--- config.mk ---
export PLATFORM = sky130hd
export DESIGN_NAME = cic_interp
export DESIGN_NICKNAME = d
export VERILOG_FILES = /design/src/rtl/cic_interp.sv
export SDC_FILE = /design/constraint.sdc
export NUM_CORES = 2
export LEC_CHECK = 0
export ABC_AREA = 1
export BUFFER_PORTS_ARGS = -buffer_cell sky130_fd_sc_hd__buf_4
export CAP_MARGIN = 20
export CORE_MARGIN = 8
export CORE_UTILIZATION = 25
export CTS_BUF_LIST = sky130_fd_sc_hd__clkbuf_16
export DETAILED_ROUTE_END_ITERATION = 10
export PLACE_DENSITY_LB_ADDON = 0.2
export SETUP_SLACK_MARGIN = 0.15
export SLEW_MARGIN = 0
export SYNTH_ARGS = -nofsm -noshare
export SYNTH_HDL_FRONTEND = slang
export SYNTH_SLANG_ARGS = --single-unit
--- constraint.sdc ---
create_clock -name CLK -period 9.2 [get_ports CLK]
set_input_delay 0 -clock CLK [delete_from_list [all_inputs] [get_ports CLK]]
set_output_delay 0 -clock CLK [all_outputs]
set_load 0.01 [all_outputs]
--- src/rtl/cic_interp.sv ---
// cic_interp: five-stage CIC interpolator (M = 1).
// Low-rate samples are taken over a request/tick handshake, pushed through a
// comb pipeline (one stage per clock), zero-stuffed by INTERP, integrated at the
// clock rate, then gain-shifted and saturated into one output sample per clock.
module cic_interp #(
    parameter int unsigned WIDTH      = 74,
    parameter int unsigned INTERP     = 5000,
    parameter int unsigned BITS       = 16,
    parameter int unsigned GAIN_BITS  = 6,
    parameter int unsigned SHIFT_BASE = 52
) (
    input  logic                  CLK,
    input  logic                  RSTb,
    input  logic signed [BITS-1:0] x_in,
    input  logic                  in_tick,
    input  logic [GAIN_BITS-1:0]  gain,
    input  logic                  clr_status,
    output logic                  in_req,
    output logic signed [BITS-1:0] x_out,
    output logic                  underrun,
    output logic                  overrun
);

    localparam int NStages = 5;
    localparam logic [15:0] PhaseLast = 16'(INTERP - 1);

    // Output clamp limits, sign-extended to the accumulator width.
    localparam logic signed [WIDTH-1:0] SatMax =
        {{(WIDTH - BITS + 1){1'b0}}, {(BITS - 1){1'b1}}};
    localparam logic signed [WIDTH-1:0] SatMin =
        {{(WIDTH - BITS + 1){1'b1}}, {(BITS - 1){1'b0}}};

    // Low-rate timing
    logic [15:0]            r_phase;
    logic                   w_consume;

    // Input holding stage
    logic signed [BITS-1:0] r_hold;
    logic                   r_pending;
    logic signed [WIDTH-1:0] w_hold_ext;
    logic                   r_in_req;
    logic                   r_underrun;
    logic                   r_overrun;
    logic                   w_under_set;
    logic                   w_over_set;

    // Comb pipeline; r_stage_vld[k] marks that stage k's input is fresh this cycle,
    // and r_stage_vld[NStages] marks the single edge on which comb5 feeds integ1.
    logic signed [WIDTH-1:0] r_comb_in;
    logic [NStages:0]        r_stage_vld;
    logic signed [WIDTH-1:0] w_comb_src [NStages];
    logic signed [WIDTH-1:0] r_comb_out [NStages];
    logic signed [WIDTH-1:0] r_comb_dly [NStages];

    // Integrators and output stage
    logic signed [WIDTH-1:0] w_integ_in;
    logic signed [WIDTH-1:0] r_integ [NStages];
    int unsigned             w_shift;
    logic signed [WIDTH-1:0] w_shifted;
    logic signed [WIDTH-1:0] w_sat;
    logic signed [BITS-1:0]  r_x_out;

    assign w_consume   = (r_phase == PhaseLast);
    assign w_hold_ext  = {{(WIDTH - BITS){r_hold[BITS-1]}}, r_hold};
    assign w_under_set = w_consume & ~r_pending;
    // A tick landing on the consume edge replaces a value that is being consumed.
    assign w_over_set  = in_tick & r_pending & ~w_consume;

    assign in_req   = r_in_req;
    assign underrun = r_underrun;
    assign overrun  = r_overrun;
    assign x_out    = r_x_out;

    // Phase counter: 0..INTERP-1, consume happens on the wrap edge.
    always_ff @(posedge CLK) begin
        if (!RSTb) begin
            r_phase <= '0;
        end else if (w_consume) begin
            r_phase <= '0;
        end else begin
            r_phase <= r_phase + 16'd1;
        end
    end

    // Holding register, pending flag, comb input capture and request pulse.
    always_ff @(posedge CLK) begin
        if (!RSTb) begin
            r_hold    <= '0;
            r_pending <= 1'b0;
            r_comb_in <= '0;
            r_in_req  <= 1'b0;
        end else begin
            r_in_req <= w_consume;
            if (w_consume) begin
                r_comb_in <= r_pending ? w_hold_ext : '0;
            end
            if (in_tick) begin
                r_hold    <= x_in;
                r_pending <= 1'b1;
            end else if (w_consume) begin
                r_pending <= 1'b0;
            end
        end
    end

    // Sticky status flags; a set on the same edge beats a clear.
    always_ff @(posedge CLK) begin
        if (!RSTb) begin
            r_underrun <= 1'b0;
            r_overrun  <= 1'b0;
        end else begin
            r_underrun <= w_under_set | (r_underrun & ~clr_status);
            r_overrun  <= w_over_set | (r_overrun & ~clr_status);
        end
    end

    // Stage-valid shift register: stage k fires at consume edge + k + 1.
    always_ff @(posedge CLK) begin
        if (!RSTb) begin
            r_stage_vld <= '0;
        end else begin
            r_stage_vld <= {r_stage_vld[NStages-1:0], w_consume};
        end
    end

    // Route each comb stage's input: the captured sample, then the previous stage.
    always_comb begin
        w_comb_src[0] = r_comb_in;
        for (int k = 1; k < NStages; k++) begin
            w_comb_src[k] = r_comb_out[k-1];
        end
    end

    // Comb stages: difference against the previous low-rate value, once per sample.
    always_ff @(posedge CLK) begin
        if (!RSTb) begin
            for (int k = 0; k < NStages; k++) begin
                r_comb_out[k] <= '0;
                r_comb_dly[k] <= '0;
            end
        end else begin
            for (int k = 0; k < NStages; k++) begin
                if (r_stage_vld[k]) begin
                    r_comb_out[k] <= w_comb_src[k] - r_comb_dly[k];
                    r_comb_dly[k] <= w_comb_src[k];
                end
            end
        end
    end

    // Zero-stuffing: comb5 reaches the integrators on one edge per low-rate period.
    always_comb begin
        w_integ_in = '0;
        if (r_stage_vld[NStages]) begin
            w_integ_in = r_comb_out[NStages-1];
        end
    end

    // Integrator chain at clock rate; two's-complement wrap is relied upon.
    always_ff @(posedge CLK) begin
        if (!RSTb) begin
            for (int k = 0; k < NStages; k++) begin
                r_integ[k] <= '0;
            end
        end else begin
            r_integ[0] <= r_integ[0] + w_integ_in;
            for (int k = 1; k < NStages; k++) begin
                r_integ[k] <= r_integ[k] + r_integ[k-1];
            end
        end
    end

    // Gain to shift, arithmetic scale and clamp of the last integrator.
    always_comb begin
        w_shift = 0;
        if (32'(gain) < SHIFT_BASE) begin
            w_shift = SHIFT_BASE - 32'(gain);
        end
        w_shifted = r_integ[NStages-1] >>> w_shift;
        w_sat     = w_shifted;
        if (w_shifted > SatMax) begin
            w_sat = SatMax;
        end else if (w_shifted < SatMin) begin
            w_sat = SatMin;
        end
    end

    // Registered output sample.
    always_ff @(posedge CLK) begin
        if (!RSTb) begin
            r_x_out <= '0;
        end else begin
            r_x_out <= w_sat[BITS-1:0];
        end
    end

endmodule

==> impl_metrics.tcl <==
set metrics [dict create \
    fmax_mhz 223 \
    grt_pass1_vias 79400 \
    drc 0 \
    syn2layout_area_growth_pct 12.5 \
    cp_max_fo 5 \
    wl_per_cell_um 17.4 \
    ys_warn_count 0 \
    critPathArrivalTime_ns 5.20 \
    cap_violations 0 \
    swShare 0.284 \
    synth_flop_cell "edfxtp_1" \
    highest_layer "met5" \
    dp_hpwl_mm 244 \
    cts_buffers 146 \
    yosysTopAreaCell "edfxtp_1" \
    grt_use_total 0.159 \
    ys_types 60 \
    synth_edf_count 678 \
    ys_ff_latch 1121 \
    io_buffers 44 \
    met2_length_mm 142 \
    layoutNonFillerInstCount 17400 \
    tightest_slew_ns 1.06 \
    synthesis.area_um2 87100 \
    syn-num-nets 13400 \
    async_flop_share 0 \
    drive_gt1_frac 0.0285 \
    critPathKind "reg -> reg" \
    max-vdd-ir-drop_mv 0.139 \
    grt_pass1_wl_mm 468 \
    synth_top_area_frac 0.234 \
    drt_iter0_drc 5779 \
    maxSlewHeadroom 0.296 \
    p_total_uw 13000 \
    status "completed" \
    cts.sinks 1121 \
    hold_viol 0 \
    internal_power_uw 9290 \
    grt_max_degree 132 \
    power.switching_uw 3690 \
    nNetsFinal 13500 \
    synth_most_common_cell "inv_1" \
    fin_util 0.283 \
    place_congestion 0.890 \
    vias 81500 \
    setup_slack_ns 4.72 \
    antenna_left 0 \
    synthTopCellsByCount "2505 x inv_1, 1873 x a21oi_1, 1668 x nand2_1" \
    route.met3.wl_mm 9.46 \
    setup_violations 0 \
    syn_avg_cell_area_um2 6.89 \
    ys_seq_area_frac 0.336 \
    crit_path_start_kind "flop" \
    setup_tns_ns 0 \
    core_area_um2 346000 \
    drt-met1-wl_mm 144 \
    syn_inst 12600 \
    ctsResizeCount 0 \
    vias_per_cell 4.69 \
    pwr_density_cell_nw_per_um2 133 \
    power_frac_seq 0.422 \
    grt_setup_unrepaired "no" \
    rows 216 \
    end_kind "flop" \
    dr.pass1.iters 6 \
    combPwrFrac 0.135 \
    finClkSkew_ns 0.0663 \
    ys_top_cells_by_area "edfxtp_1 23%, inv_1 11%, a21oi_1 11%" \
    slew_violations 0 \
    drt-total-wl_mm 302 \
    p_leak_uw 0.0441 \
    clock_power_share 0.442 \
    fin_crit_sh 0.487 \
    cts_tree "yes" \
    dp_worst_setup_slack_ns 4.43 \
    worst_hold_path_type "in -> reg" \
    cts_max_level 4 \
    start_util 0.251 \
    die_w_um 606 \
    worst_setup_hold_path_clk_slew_ns 0.06 \
    period_needed_ns 4.48 \
    root_buffer "clkbuf_16" \
    num_io_pins 45 \
    clock_path_buffers 4 \
    antenna_found_initial 3 \
    required_ns 9.92 \
    clk_latency_ns 0.85 \
    die_area_um2 368000 \
    placedCellCount 17100 \
    grt_overflow 0 \
    dieHeight_um 606 \
]
logic make-up after synthesis:
group | synth area share
adder cells (fa/ha/maj) | 0.107
AND/OR/NAND/NOR | 0.197
buffers and inverters | 0.121
AO/OA/AOI/OAI | 0.237
flip-flops | 0.336
XOR/XNOR | 0.00271
sequential cells by signal (all words and copies together), names as in the netlist:
| name | count |
|---|---|
| r_phase | 16 |
| r_hold | 16 |
| r_integ | 370 |
| r_stage_vld | 6 |
| overrun | 1 |
| r_comb_dly | 310 |
| r_comb_in | 16 |
| underrun | 1 |
| x_out | 16 |
| r_comb_out | 368 |
| r_pending | 1 |
worst max-delay path: stages, from the launching register on:
cell      delay [ns]
dfxtp_1         0.34
ha_1            0.46
inv_1           0.14
fa_1            0.41
nor2_1          0.17
nand2_1         0.08
nand2_1         0.11
a21oi_1         0.12
o21ai_0         0.48
a21oi_1         0.24
o21ai_0         0.22
buf_4           0.18
nand2_1         0.05
nand2_1         0.12
a21boi_0        0.23
o21ai_0         0.50
nand3_1         0.16
o211ai_1        0.14
o21ai_0         0.10
a21oi_1         0.15
layout by cell type, fill, tap and decap left out, drive strengths merged, types with 9 or more instances in the layout:
cell type,synthesis,layout
nand3,665,665
clkbuf,172,151
a21boi,39,39
nand2,1673,1673
inv,2511,2536
a21oi,1884,1884
nand4,42,42
o21a,232,232
bufinv,0,14
buf,82,103
or2,13,13
dfxtp,443,443
nor4,40,40
o2111ai,15,15
dlygate4sd3,0,69
xnor2,9,9
o31ai,13,13
a31oi,346,346
o211ai,38,38
o221ai,16,16
ha,673,673
fa,44,44
o21bai,30,30
clkinvlp,0,9
o21ai,1128,1128
nor2,1660,1660
xor2,18,18
nor3,104,104
edfxtp,678,678
a221oi,18,18
clkinv,4,58
stage by stage:
step / cell area (um^2) / hold slack [ns]
final: 98000 / 0.132
after CTS: 98000 / 0.0512
after floorplan: 87100 / 0.130
after detailed placement: 92600 / 0.233
after global routing: 98000 / 0.153
after global placement: 92600 / 0.227
power groups by stage:
| stage | Sequential [uW] | Combinational [uW] | Clock, uW |
|---|---|---|---|
| floorplan | 5580 | 1200 | 0 |
| global placement | 5590 | 1740 | 0 |
| detailed placement | 5590 | 1720 | 0 |
| CTS | 5490 | 1750 | 5950 |
| global route | 5500 | 1970 | 6100 |
| finish | 5480 | 1760 | 5740 |
repair_timing:
item,4_1_cts,5_1_grt
hold buffers,69,0
setup buffers,0,0
endpoints found under the hold margin,97,0
metal layers:
layer,up-vias,global-route usage
met5,-,0
li1,42600,-
met3,336,0.0141
met1,37200,0.215
met2,1410,0.275
met4,4,0.0380
final timing paths:
path / start / to / slack (ns) / depth (start not counted)
worst max-delay path: r_integ[2][0]$_SDFF_PN0_ / r_integ[2][72]$_SDFF_PN0_ / 4.72 / 19
worst min-delay path: gain[5] / x_out[9]$_SDFF_PN0_ / 0.13 / 7
worst max register to register: r_integ[2][0]$_SDFF_PN0_ / r_integ[2][72]$_SDFF_PN0_ / 4.72 / 19
worst min register to register: r_phase[0]$_SDFF_PP0_ / r_phase[0]$_SDFF_PP0_ / 0.45 / 1
final cells by class:
cell class | count | area [um^2]
Fill cell | 38800 | 248000
Multi-Input combinational cell | 8756 | 47400
Sequential cell | 1121 | 29200
Inverter | 2515 | 9450
Tap cell | 4578 | 5730
Clock buffer | 151 | 3780
Timing Repair Buffer | 172 | 1480
Clock inverter | 102 | 861
Antenna cell | 2 | 5.00
(Power assumes the default switching activity.)
